**src/rtl/hazard_fwd_unit_pkg.sv**
```systemverilog
// Shared definitions for the pipeline hazard/forwarding controller.
//   hz_state_e : controller context (RUN / FLUSH / FREEZE)
//   fwd_sel_e  : EX operand source select (regfile / MEM alu_out / WB mux out)
//   Scoreboard layout: one entry per stage (EX, MEM, WB), each {vld, ld, addr}.
package hazard_fwd_unit_pkg;

    typedef enum logic [1:0] {
        ST_RUN    = 2'd0,
        ST_FLUSH  = 2'd1,
        ST_FREEZE = 2'd2
    } hz_state_e;

    typedef enum logic [1:0] {
        FWD_RF  = 2'd0,
        FWD_MEM = 2'd1,
        FWD_WB  = 2'd2
    } fwd_sel_e;

    // Scoreboard entry fields: one valid flag, one load flag, then the address.
    localparam int SB_VLD_W = 1;
    localparam int SB_LD_W  = 1;

    // Scoreboard depth and stage slots.
    localparam int SB_DEPTH = 3;
    localparam int SB_EX    = 0;
    localparam int SB_MEM   = 1;
    localparam int SB_WB    = 2;

    // Remaining-flush-cycle counter; FLUSH_CYC is limited to 1..3.
    localparam int FLUSH_CNT_W = 2;

endpackage

```
**src/rtl/hazard_fwd_unit_sb_stage.sv**
```systemverilog
// hz_sb_stage: one scoreboard entry register {vld, ld, addr}.
// Ports:
//   clk, rst (async active-low)
//   hold   : keep current contents (pipeline frozen)
//   clear  : load an invalid entry (bubble / flush)
//   load   : capture d_* when neither hold nor clear is active
//   d_*    : incoming entry,  q_* : stored entry
module hz_sb_stage
    import hazard_fwd_unit_pkg::*;
#(
    parameter int RA_W = 5
) (
    input  logic                clk,
    input  logic                rst,
    input  logic                hold,
    input  logic                clear,
    input  logic                load,
    input  logic [SB_VLD_W-1:0] d_vld,
    input  logic [SB_LD_W-1:0]  d_ld,
    input  logic [RA_W-1:0]     d_addr,
    output logic [SB_VLD_W-1:0] q_vld,
    output logic [SB_LD_W-1:0]  q_ld,
    output logic [RA_W-1:0]     q_addr
);

    // NOTE: state registers use non-blocking assignments with the async reset
    // in the sensitivity list, so every entry reads as invalid the moment rst falls.
    always_ff @(posedge clk or negedge rst) begin
        if (!rst) begin
            q_vld  <= '0;
            q_ld   <= '0;
            q_addr <= '0;
        end else if (!hold) begin
            if (clear) begin
                q_vld  <= '0;
                q_ld   <= '0;
                q_addr <= '0;
            end else if (load) begin
                q_vld  <= d_vld;
                q_ld   <= d_ld;
                q_addr <= d_addr;
            end
        end
    end

endmodule

```
**src/rtl/hazard_fwd_unit.sv**
```systemverilog
// hazard_fwd_unit: hazard/forwarding controller for a 5-stage pipeline.
// Inputs : ID-stage instruction info (id_*), taken branch from EX, data-memory busy.
// Outputs: pc_hold / id_ex_bubble / if_id_flush / pipe_freeze (combinational),
//          fwd_a_sel / fwd_b_sel (registered, aligned to the instruction in EX),
//          stall_cnt (saturating count of pc_hold cycles), state (RUN/FLUSH/FREEZE).
// Priority each cycle: mem_busy > flush > load-use > normal advance.
module hazard_fwd_unit
    import hazard_fwd_unit_pkg::*;
#(
    parameter int RA_W      = 5,
    parameter int FLUSH_CYC = 1,
    parameter int CNT_W     = 16
) (
    input  logic             clk,
    input  logic             rst,
    input  logic             id_valid,
    input  logic [RA_W-1:0]  id_rs,
    input  logic [RA_W-1:0]  id_rt,
    input  logic             id_use_rs,
    input  logic             id_use_rt,
    input  logic             id_wr_en,
    input  logic [RA_W-1:0]  id_wr_addr,
    input  logic             id_is_load,
    input  logic             ex_br_taken,
    input  logic             mem_busy,
    output logic             pc_hold,
    output logic             id_ex_bubble,
    output logic             if_id_flush,
    output logic             pipe_freeze,
    output logic [1:0]       fwd_a_sel,
    output logic [1:0]       fwd_b_sel,
    output logic [CNT_W-1:0] stall_cnt,
    output logic [1:0]       state
);

    // ---------------- scoreboard: EX, MEM, WB ----------------
    logic            sb_vld  [SB_DEPTH];
    logic            sb_ld   [SB_DEPTH];
    logic [RA_W-1:0] sb_addr [SB_DEPTH];
    logic            in_vld  [SB_DEPTH];
    logic            in_ld   [SB_DEPTH];
    logic [RA_W-1:0] in_addr [SB_DEPTH];

    logic flushing;
    logic ld_use;
    logic squash;

    // The EX slot takes the ID instruction; deeper slots shift. r0 never becomes valid.
    always_comb begin
        in_vld[SB_EX]  = id_valid & id_wr_en & (id_wr_addr != '0);
        in_ld[SB_EX]   = id_is_load;
        in_addr[SB_EX] = id_wr_addr;
        for (int i = 1; i < SB_DEPTH; i++) begin
            in_vld[i]  = sb_vld[i-1];
            in_ld[i]   = sb_ld[i-1];
            in_addr[i] = sb_addr[i-1];
        end
    end

    for (genvar i = 0; i < SB_DEPTH; i++) begin : g_sb
        hz_sb_stage #(.RA_W(RA_W)) u_stage (
            .clk    (clk),
            .rst    (rst),
            .hold   (mem_busy),
            .clear  ((i == SB_EX) ? squash : 1'b0),
            .load   (1'b1),
            .d_vld  (in_vld[i]),
            .d_ld   (in_ld[i]),
            .d_addr (in_addr[i]),
            .q_vld  (sb_vld[i]),
            .q_ld   (sb_ld[i]),
            .q_addr (sb_addr[i])
        );
    end

    // ---------------- FSM state register ----------------
    hz_state_e               state_q, state_d;
    hz_state_e               resume_q, resume_d;   // context to return to after FREEZE
    hz_state_e               ctx;                  // effective RUN/FLUSH context
    logic [FLUSH_CNT_W-1:0]  fcnt_q, fcnt_d;       // FLUSH cycles left, including current

    always_ff @(posedge clk or negedge rst) begin
        if (!rst) begin
            state_q  <= ST_RUN;
            resume_q <= ST_RUN;
            fcnt_q   <= '0;
        end else begin
            state_q  <= state_d;
            resume_q <= resume_d;
            fcnt_q   <= fcnt_d;
        end
    end

    // ---------------- FSM next state ----------------
    // NOTE: every variable driven here gets a default first, so no path leaves
    // a value unassigned and no latch is inferred.
    always_comb begin
        state_d  = state_q;
        resume_d = resume_q;
        fcnt_d   = fcnt_q;
        if (mem_busy) begin
            state_d  = ST_FREEZE;
            resume_d = ctx;
        end else if (ex_br_taken) begin
            if (FLUSH_CYC > 1) begin
                state_d = ST_FLUSH;
                fcnt_d  = FLUSH_CNT_W'(FLUSH_CYC - 1);
            end else begin
                state_d = ST_RUN;
                fcnt_d  = '0;
            end
        end else if (ctx == ST_FLUSH) begin
            if (fcnt_q <= FLUSH_CNT_W'(1)) begin
                state_d = ST_RUN;
                fcnt_d  = '0;
            end else begin
                state_d = ST_FLUSH;
                fcnt_d  = fcnt_q - FLUSH_CNT_W'(1);
            end
        end else begin
            state_d = ST_RUN;
        end
    end

    // ---------------- FSM / hazard outputs ----------------
    assign ctx      = (state_q == ST_FREEZE) ? resume_q : state_q;
    assign flushing = ex_br_taken | (ctx == ST_FLUSH);
    assign ld_use   = id_valid & sb_vld[SB_EX] & sb_ld[SB_EX] &
                      ((id_use_rs & (id_rs == sb_addr[SB_EX])) |
                       (id_use_rt & (id_rt == sb_addr[SB_EX])));
    assign squash   = flushing | ld_use;

    // Gating with rst forces every combinational output low while reset is held.
    assign pipe_freeze  = rst & mem_busy;
    assign if_id_flush  = rst & ~mem_busy & flushing;
    assign id_ex_bubble = rst & ~mem_busy & ~flushing & ld_use;
    assign pc_hold      = rst & (mem_busy | (~flushing & ld_use));
    assign state        = state_q;

    // ---------------- forwarding selects ----------------
    // The entry now in EX will be in MEM when the ID instruction reaches EX, and the
    // MEM entry will be in WB. A load in EX is skipped: the load-use stall covers it.
    function automatic fwd_sel_e pick_fwd(input logic [RA_W-1:0] src);
        if (sb_vld[SB_EX] && !sb_ld[SB_EX] && (sb_addr[SB_EX] == src)) return FWD_MEM;
        if (sb_vld[SB_MEM] && (sb_addr[SB_MEM] == src)) return FWD_WB;
        return FWD_RF;
    endfunction

    fwd_sel_e sel_a_q, sel_b_q;

    always_ff @(posedge clk or negedge rst) begin
        if (!rst) begin
            sel_a_q <= FWD_RF;
            sel_b_q <= FWD_RF;
        end else if (!mem_busy) begin
            if (squash) begin
                sel_a_q <= FWD_RF;
                sel_b_q <= FWD_RF;
            end else begin
                sel_a_q <= pick_fwd(id_rs);
                sel_b_q <= pick_fwd(id_rt);
            end
        end
    end

    assign fwd_a_sel = sel_a_q;
    assign fwd_b_sel = sel_b_q;

    // ---------------- saturating stall counter ----------------
    logic [CNT_W-1:0] stall_cnt_q;

    always_ff @(posedge clk or negedge rst) begin
        if (!rst) begin
            stall_cnt_q <= '0;
        end else if (pc_hold && (stall_cnt_q != {CNT_W{1'b1}})) begin
            stall_cnt_q <= stall_cnt_q + 1'b1;
        end
    end

    assign stall_cnt = stall_cnt_q;

endmodule
```
**config.mk**
```make
export PLATFORM = sky130hd
export DESIGN_NAME = hazard_fwd_unit
export DESIGN_NICKNAME = d
export VERILOG_FILES = /design/src/rtl/hazard_fwd_unit_pkg.sv /design/src/rtl/hazard_fwd_unit_sb_stage.sv /design/src/rtl/hazard_fwd_unit.sv
export SDC_FILE = /design/constraint.sdc
export NUM_CORES = 1
export LEC_CHECK = 0
export CAP_MARGIN = 10
export CORE_ASPECT_RATIO = 1.75
export CORE_UTILIZATION = 40
export DETAILED_ROUTE_END_ITERATION = 8
export GPL_TIMING_DRIVEN = 0
export PLACE_DENSITY = 0.78
export REMOVE_ABC_BUFFERS = 1
export SLEW_MARGIN = 20
export SYNTH_ARGS = -nofsm -noshare
export SYNTH_HDL_FRONTEND = slang
export SYNTH_SLANG_ARGS = --single-unit
```
**constraint.sdc**
```tcl
create_clock -name clk -period 3.47 [get_ports clk]
set_clock_uncertainty 0.05 [all_clocks]
set_input_delay 0.694 -clock clk [delete_from_list [all_inputs] [get_ports clk]]
set_output_delay 0.694 -clock clk [all_outputs]
set_load 0.02 [all_outputs]
```
==> results of run 1 <==
==> how the worst max path moves through the flow <==
stage                        end      from  cells after the start
global placement    id_ex_bubble       rst                      4
floorplan           id_ex_bubble  id_rs[0]                      5
global route             pc_hold  id_rs[0]                      7
CTS                      pc_hold  id_rs[2]                      7
finish                   pc_hold  id_rs[2]                      7
detailed placement       pc_hold  id_rs[2]                      7
==> report_power, final <==
part | switching (µW) | internal, µW
logic | 128 | 152
registers | 59.6 | 501
clock network | 153 | 156
total | 340 | 809
==> cell usage after synthesis, types with 2 or more instances <==
library cell / instances
a2111oi_0: 2
nor2_2: 2
dfrtp_1: 39
a22o_1: 7
mux2_2: 6
and3_1: 6
inv_1: 3
o21ai_0: 4
nor2b_1: 2
a32o_1: 2
o21a_1: 2
nor3_1: 2
xor2_1: 17
xnor2_1: 18
nand3_1: 17
a21oi_1: 3
nor2_1: 12
buf_1: 2
nand2_1: 11
nor3_2: 3
clkbuf_1: 2
==> metal layers <==
layer | GRT usage | up-vias
met3 | 0.04613 | 9
met2 | 0.3082 | 40
met4 | 0.08750 | 0
met5 | 0 | -
met1 | 0.1824 | 736
li1 | - | 737
==> worst reg2reg max path: stages, from the launching register on <==
cell and delay, ps:
dfrtp_1 420, ha_1 170, and3_1 180, nand3_2 140
nor2_1 230, nand3_1 200, o211ai_4 270, mux2_4 340
==> kinds of logic after synthesis <==
group,count (synthesis)
multiplexers,8
flip-flops,39
buffers and inverters,8
adder cells (fa/ha/maj),1
AO/OA/AOI/OAI,24
AND/OR/NAND/NOR,65
XOR/XNOR,35
==> state kept, by name, summed over array words and instances, names as in the netlist <==
register and count:
resume_q 2, state 2, g_sb.u_stage.q_ld 1, fwd_b_sel 2
fcnt_q 2, g_sb.u_stage.q_vld 2, g_sb.u_stage.q_addr 10, stall_cnt 16
fwd_a_sel 2
==> timing repair <==
action / CTS / global route
endpoints found under the hold margin: 0 / 0
endpoints found under the setup margin: 0 / 2
gates resized for setup: 0 / 3
hold buffers: 0 / 0
==> through the flow <==
stage          std cells  TNS, ps    util
3_5_place_dp         277        0  0.5362
2_1_floorplan        175        0       -
5_1_grt              284        0  0.5574
6_report             284        0  0.5574
3_3_place_gp         276    -5281  0.5340
4_1_cts              284        0  0.5548
==> area by class of cell <==
type / count / area [µm²]
Clock buffer: 6 / 82.58
Clock inverter: 1 / 5.005
Fill cell: 432 / 2083
Inverter: 3 / 11.26
Multi-Input combinational cell: 133 / 978.4
Sequential cell: 39 / 975.9
Tap cell: 52 / 65.06
Timing Repair Buffer: 50 / 505.5
==> results by group, run 1 <==
Final layout
  • Area Growth Syn to Fin: 32.22%
  • Design area: 0.002624 mm²
  • ANT cells: 0
  • Share of cells above drive strength 1: 0.1250
  • Commonest non-fill, non-tap cells in the layout: clkdlybuf4s50_1, dfrtp_1, nand3_1, xnor2_1, xor2_1
  • # nets final: 257
  • Commonest non-fill, non-tap cell in the layout: clkdlybuf4s50_1

Global routing
  • Largest net degree at the start of global routing: 33
  • Vias in the first global route: 1525
  • GRT Total Usage: 0.1712
  • First-pass GRT wire length: 6.948 mm
  • Grt total ovfl: 0
  • Initial antenna violation count: 0

Setup path
  • R2r startpoint: stall_cnt[0]$_DFFE_PN0P_
  • Flop2flop setup slack: 1360 ps
  • Worst r2r path cells: 7
  • Critical Path AT: 2280 ps
  • Critical Path RT: 2730 ps
  • Critical path's largest stage delay: 470 ps
  • Setup CP Type: primary input to output port
  • Crit end category: output port
  • Worst-path cell chain: clkdlybuf4s50_1 -> xnor2_2 -> nand3_1 -> nor2_1 -> o211a_4 -> o21a_1 -> dlymetal6s2s_1
  • CP bufs+invs: 2
  • Slowest cell on the critical path: clkdlybuf4s50_1
  • Crit-path max FO: 4
  • Crit path max-delay family: buffers and inverters
  • Startpoint Class: primary input
  • Reg-to-Reg End: stall_cnt[1]$_DFFE_PN0P_

Synth
  • Async set-or-reset flop fraction in the synthesized netlist: 1.000
  • EDFF count, synth: 0
  • Adder-cell share of the synthesized area: 0.006305
  • Seq cells post-synth: 39
  • Syn. warnings: 0
  • Most used DFF post-synth: dfrtp_1
  • Syn avg cell area: 11.02 µm²
  • Top-area cell type share of the netlist area: 0.4918
  • Yosys top cell by area: dfrtp_1
  • Sequential area share after synthesis: 0.4918
  • Mapped cell area: 0.001984 mm²
  • Mux cell area share after synthesis: 0.04666
  • Mapped Cells: 180
  • Simple-gate share of the synthesized area: 0.1803
  • Main combinational cell family by area after synthesis: simple AND/OR/NAND/NOR gates
  • Post-synthesis xor/xnor area fraction: 0.1545
  • Compound-Gate Fraction of Synth Area: 0.1015
  • Dominant cells by area after synthesis: dfrtp_1, xnor2_1, xor2_1
  • Synth unique cells: 39

Die
  • Total core area: 0.004707 mm²
  • Initial Utilization: 0.4216
  • Full die area: 0.005258 mm²
  • IO Pins: 50
  • Die W: 55.25 µm
  • Row cnt: 33
  • Die Y: 95.18 µm

Route
  • Pre-antenna DRT Iters: 4
  • Avg WL per Cell: 15.02 µm
  • Max Used Layer: met4
  • Vias/cell: 5.359
  • WL met1: 1.685 mm
  • Final ANT Viol Nets: 0
  • Met3 wire len: 219 µm
  • DRC violations left: 0
  • Drt initial violations: 36
  • Wire length on met2: 2.252 mm
  • Total Routed Length: 4.265 mm
  • Via count: 1522

Placed design
  • Worst slack at placement: 11.52 ps
  • Placer Congestion: 0.8172
  • Placed Area: 0.002524 mm²
  • Final HPWL DP: 3.152 mm
  • I/O Buffers: 49

Worst hold path
  • Worst hold path class: primary input to asynchronous set/reset pin

Timing
  • Max Fclk: 330.5 MHz
  • Min Hold Slack: 233.4 ps
  • Worst Tran Pin Value: 606.4 ps
  • Setup ws final: 444.7 ps
  • RSZ-0062 raised after global routing: false
  • Endpoints failing hold: 0
  • Final Max Tran Viols: 0
  • Min cycle time layout: 3025 ps
  • Relative slew slack: 0.5939
  • Endpoints failing setup: 0
  • Final worst-path cycle share: 0.8719

Power and ir drop
  • Power density over cell area: 437.8 mW/mm²
  • Leak: 0.001190 µW
  • Power consumption: 1149 µW
  • IR drop worst, VDD: 460.9 µV

Clock network
  • Reg clk slew, reported paths: 80 ps
  • Clock Path Buffers: 2
  • Clock Latency Late Sink: 290 ps
  • CTS buffer count: 5
  • Clock sink count: 39
  • # H-tree levels: 2
  • CTS tree: done
  • Root buf cell: clkbuf_8
  • Post-CTS Setup Bufs: 0

Status
  • Status: finished, final reports clean

Run
  • Max-cap viol count: 0
No activity file was read; power rests on OpenSTA's default activity.
==> run 2: changes to the inputs <==
- SETUP_SLACK_MARGIN: default -> 0.1
==> run 2 against run 1 <==
Clock-buffer cell count unchanged. Register-to-register slack hardly changed. Sequential cell count did not move. Sequential power about the same. Global-route usage barely moved. Setup slack worse by 120 ps. Total power down 0.19%. Critical path depth did not move. Critical path type unchanged. Highest routed layer unchanged.
==> results by group, run 2 (synthesized netlist as in run 1, its figures left out) <==
Status
  • Status: finished, final reports clean

Final layout
  • Sequential Area: 975.9 µm²
  • Max FFs per register: 16
  • Area Growth Syn to Fin: 31.46%
  • Commonest non-fill, non-tap cell in the layout: clkdlybuf4s50_1
  • # fillers: 434
  • Share of cells above drive strength 1: 0.1207
  • Design area: 0.002609 mm²
  • # nets final: 257
  • ANT cells: 0
  • Final Non-Filler Cells: 284
  • Commonest non-fill, non-tap cells in the layout: clkdlybuf4s50_1, dfrtp_1, xnor2_1
  • Util after Layout: 0.5542
  • Footprint of the multi-input gates: 970.9 µm²

Die
  • Die W: 55.25 µm
  • Die Y: 95.18 µm
  • Full die area: 0.005258 mm²
  • IO Pins: 50
  • Initial Utilization: 0.4216
  • Row cnt: 33
  • Total core area: 0.004707 mm²

Global routing
  • GRT Total Usage: 0.1710
  • First-pass GRT wire length: 6.941 mm
  • Vias in the first global route: 1531
  • Initial antenna violation count: 0
  • Grt total ovfl: 0
  • Largest net degree at the start of global routing: 33

Timing
  • Final Max Tran Viols: 0
  • Setup ws final: 322.6 ps
  • Relative slew slack: 0.5948
  • Worst Tran Pin Value: 605.1 ps
  • Max Fclk: 317.7 MHz
  • Endpoints failing setup: 0
  • Final worst-path cycle share: 0.9070
  • Min cycle time layout: 3147 ps
  • RSZ-0062 raised after global routing: false
  • Endpoints failing hold: 0

Clock network
  • Reg clk slew, reported paths: 70 ps
  • # H-tree levels: 2
  • CTS tree: done
  • Clock sink count: 39
  • Root buf cell: clkbuf_8
  • Post-CTS Setup Bufs: 0
  • Clock Path Buffers: 2
  • CTS buffer count: 5
  • Clock Latency Late Sink: 290 ps

Setup path
  • Crit end category: output port
  • Critical Path RT: 2730 ps
  • Crit-path max FO: 4
  • Critical Path AT: 2400 ps
  • Startpoint Class: primary input
  • Setup CP Type: primary input to output port
  • Flop2flop setup slack: 1360 ps

Power and ir drop
  • Leak: 0.001160 µW
  • Power density over cell area: 439.5 mW/mm²
  • Switch share: 0.2956
  • Clk pwr share: 0.269
  • Combinational Power Share: 0.243
  • Part of the power in registers: 0.488
  • Psw: 338.9 µW
  • Internal power: 807.5 µW
  • IR drop worst, VDD: 460.3 µV

Route
  • Final ANT Viol Nets: 0
  • Via count: 1517
  • Vias/cell: 5.342
  • Avg WL per Cell: 14.95 µm
  • Drt initial violations: 30
  • Pre-antenna DRT Iters: 4
  • Total Routed Length: 4.245 mm
  • DRC violations left: 0

Placed design
  • I/O Buffers: 49
  • Placed Area: 0.002524 mm²
  • Placed Instances: 277
  • Final HPWL DP: 3.152 mm
  • Placer Congestion: 0.8172
  • Worst slack at placement: 11.52 ps

Run
  • Max-cap viol count: 0

Worst hold path
  • Worst hold path class: primary input to asynchronous set/reset pin
-- run 2: what timing repair did --
item,CTS,global route
resized for setup,2,0
hold buffers,0,0
setup endpoints to repair,2,0
-- run 2: per-stage QoR --
step                      setup TNS (ps)  total power, µW  hold WS (ps)
after floorplan                        0            704.2         348.4
after global placement             -5281            843.4         418.1
after detailed placement               0            847.4         426.3
after CTS                              0             1159         239.1
after global routing                   0             1200         253.3
final                                  0             1146         232.9
-- run 2: path summary, 6_finish.rpt --
check                                         start                   endpoint  depth (start not counted)
min in group clk           fwd_a_sel[0]$_DFFE_PN0N_   fwd_a_sel[0]$_DFFE_PN0N_                          2
setup reg to reg           stall_cnt[0]$_DFFE_PN0P_   stall_cnt[1]$_DFFE_PN0P_                          7
hold / removal                                  rst         state[1]$_DFF_PN0_                          1
setup / recovery                           id_rs[2]                    pc_hold                          7
max in group asynchronous                       rst  stall_cnt[11]$_DFFE_PN0P_                          2
hold reg to reg            fwd_a_sel[0]$_DFFE_PN0N_   fwd_a_sel[0]$_DFFE_PN0N_                          2
-- run 2: layout make-up --
cell class / count / share of cell area
clock buffer: 6 / 0.03165
multi-input combinational: 133 / 0.3722
timing repair buffer: 50 / 0.1909
inverter: 3 / 0.004317
sequential: 39 / 0.3741
clock inverter: 1 / 0.001918
tap: 52 / 0.02494
-- run 2: power by group through the flow --
stage	clock network, µW	registers (µW)	logic [µW]
floorplan	0	596	108
global placement	0	567	277
detailed placement	0	567	280
CTS	318	560	281
global route	330	568	301
finish	308	560	278
-- run 2: metal layers --
layer	vias to the layer above	GRT usage	wire length, µm
li1	739	-	-
met1	731	0.1824	1696
met2	38	0.3052	2239
met3	9	0.04613	201
met4	0	0.09167	107
met5	-	0	0
-- run 2: worst max-delay path, cell delays in order --
cell and delay [ps]:
clkdlybuf4s50_1 450, xnor2_1 250, nand3_1 100, nor2_1 190
o211a_4 200, o21a_1 160, dlygate4sd2_1 350
==> run 3: changes to the inputs <==
- CORE_UTILIZATION: 40 -> 52
- PLACE_DENSITY: 0.78 -> 0.95
==> run 3 against run 2 <==
Setup slack worse by 68 ps. First-iteration DRC count decreased by 43%. Sequential power hardly changed. Clock power down 6%. Cell count down 1.8%. Utilization grew 16 points. Sequential cell count did not move. Final area is essentially flat. Non-clock buffer count unchanged.
==> results by group, run 3 (synthesized netlist as in run 1, its figures left out) <==
Power and ir drop
  • IR drop worst, VDD: 464.9 µV
  • Combinational Power Share: 0.253
  • Clk pwr share: 0.254
  • Switch share: 0.2996
  • Part of the power in registers: 0.493
  • Leak: 0.001172 µW
  • Internal power: 795.2 µW
  • Psw: 340.1 µW
  • Power density over cell area: 435.6 mW/mm²

Final layout
  • Commonest non-fill, non-tap cells in the layout: clkdlybuf4s50_1, dfrtp_1, xnor2_1
  • Util after Layout: 0.7183
  • ANT cells: 0
  • Max FFs per register: 16
  • Sequential Area: 975.9 µm²
  • Area Growth Syn to Fin: 31.34%
  • Commonest non-fill, non-tap cell in the layout: clkdlybuf4s50_1
  • # fillers: 267
  • Share of cells above drive strength 1: 0.1159
  • Footprint of the multi-input gates: 970.9 µm²
  • # nets final: 257
  • Final Non-Filler Cells: 279

Die
  • Total core area: 0.003628 mm²
  • Initial Utilization: 0.5469
  • Die W: 48.70 µm
  • Die Y: 83.72 µm
  • IO Pins: 50
  • Row cnt: 29
  • Full die area: 0.004077 mm²

Clock network
  • CTS buffer count: 5
  • # H-tree levels: 2
  • Clock sink count: 39
  • Clock Latency Late Sink: 290 ps
  • Root buf cell: clkbuf_8
  • CTS Hold Bufs: 0
  • CTS tree: done
  • CTS resizes: 2
  • Reg clk slew, reported paths: 70 ps
  • Post-CTS Setup Bufs: 0
  • Clock Path Buffers: 2

Setup path
  • Crit-path max FO: 4
  • Startpoint Class: primary input
  • Crit path from: id_rs[3]
  • R2r startpoint: stall_cnt[0]$_DFFE_PN0P_
  • Crit end category: output port
  • Critical path's largest stage delay: 530 ps
  • Worst-path cell chain: clkdlybuf4s50_1 -> xnor2_1 -> nand3_1 -> nor2_1 -> o211a_4 -> o21a_1 -> dlygate4sd2_1
  • Setup CP Type: primary input to output port
  • Slowest cell on the critical path: clkdlybuf4s50_1
  • Critical Path AT: 2470 ps
  • Critical Path RT: 2730 ps

Timing
  • Final Max Tran Viols: 0
  • Setup TNS: 0 ps
  • Min Hold Slack: 319.0 ps
  • Final worst-path cycle share: 0.9267
  • RSZ-0062 raised after global routing: false
  • Min cycle time layout: 3216 ps
  • Max Fclk: 311.0 MHz
  • Worst Tran Pin Value: 584.0 ps
  • Endpoints failing setup: 0
  • Relative slew slack: 0.6006
  • Endpoints failing hold: 0

Placed design
  • Placed Instances: 271
  • Final HPWL DP: 3.288 mm
  • I/O Buffers: 49
  • Placer Congestion: 0.8202

Route
  • Drt initial violations: 17
  • Pre-antenna DRT Iters: 4
  • Wire length on met2: 2.374 mm
  • Total Routed Length: 4.362 mm
  • Met3 wire len: 198 µm
  • Vias/cell: 5.631
  • WL met1: 1.612 mm
  • Avg WL per Cell: 15.63 µm
  • DRC violations left: 0
  • Max Used Layer: met4
  • Final ANT Viol Nets: 0
  • Via count: 1571

Worst hold path
  • Worst hold path class: primary input to asynchronous set/reset pin

Status
  • Status: finished, final reports clean

Run
  • Max-cap viol count: 0

Global routing
  • First-pass GRT wire length: 7.100 mm
  • Largest net degree at the start of global routing: 33
  • Initial antenna violation count: 0
  • Vias in the first global route: 1630
  • Grt total ovfl: 0
  • GRT Total Usage: 0.2309
run 3: power by group through the flow:
stage / logic [µW] / clock network (µW) / registers, µW
detailed placement: 288 / 0 / 568
global placement: 277 / 0 / 565
CTS: 290 / 294 / 561
global route: 303 / 314 / 567
floorplan: 108 / 0 / 596
finish: 287 / 289 / 560
run 3: worst paths after layout:
kind | slack, ps | cells past startpoint | endpoint
worst max-delay path | 250 | 7 | pc_hold
worst min-delay path | 320 | 1 | fwd_a_sel[1]$_DFFE_PN0N_
worst max register to register | 1330 | 8 | stall_cnt[9]$_DFFE_PN0P_
worst min register to register | 450 | 1 | fwd_b_sel[1]$_DFFE_PN0N_
max in group asynchronous | 2570 | 2 | fcnt_q[0]$_DFFE_PN0P_
min in group clk | 450 | 1 | fwd_b_sel[1]$_DFFE_PN0N_
run 3: layout make-up:
| type | instances | area share |
|---|---|---|
| Sequential cell | 39 | 0.3745 |
| Tap cell | 46 | 0.02208 |
| Clock buffer | 7 | 0.02928 |
| Multi-Input combinational cell | 133 | 0.3725 |
| Inverter | 3 | 0.004321 |
| Timing Repair Buffer | 50 | 0.1954 |
| Clock inverter | 1 | 0.001920 |
run 3: layer usage:
metal,vias to the layer above,GRT usage
li1,731,-
met1,777,0.2292
met2,48,0.4104
met3,15,0.06375
met4,0,0.1444
met5,-,0
run 3: metrics by stage:
stage / area [µm²] / setup WS (ps) / total power [µW]
after floorplan: 1958 / 1055 / 704.2
after global placement: 2506 / -777.7 / 841.9
after detailed placement: 2529 / -206.6 / 855.4
after CTS: 2608 / 69.13 / 1144
after global routing: 2606 / 177.9 / 1184
final: 2606 / 254.3 / 1135
run 3: worst max-delay path, delay by kind of cell:
kind	cells	cell delay [ps]
xor+xnor	1	150
compound gates	2	390
buf+inv	2	890
simple gates	2	350
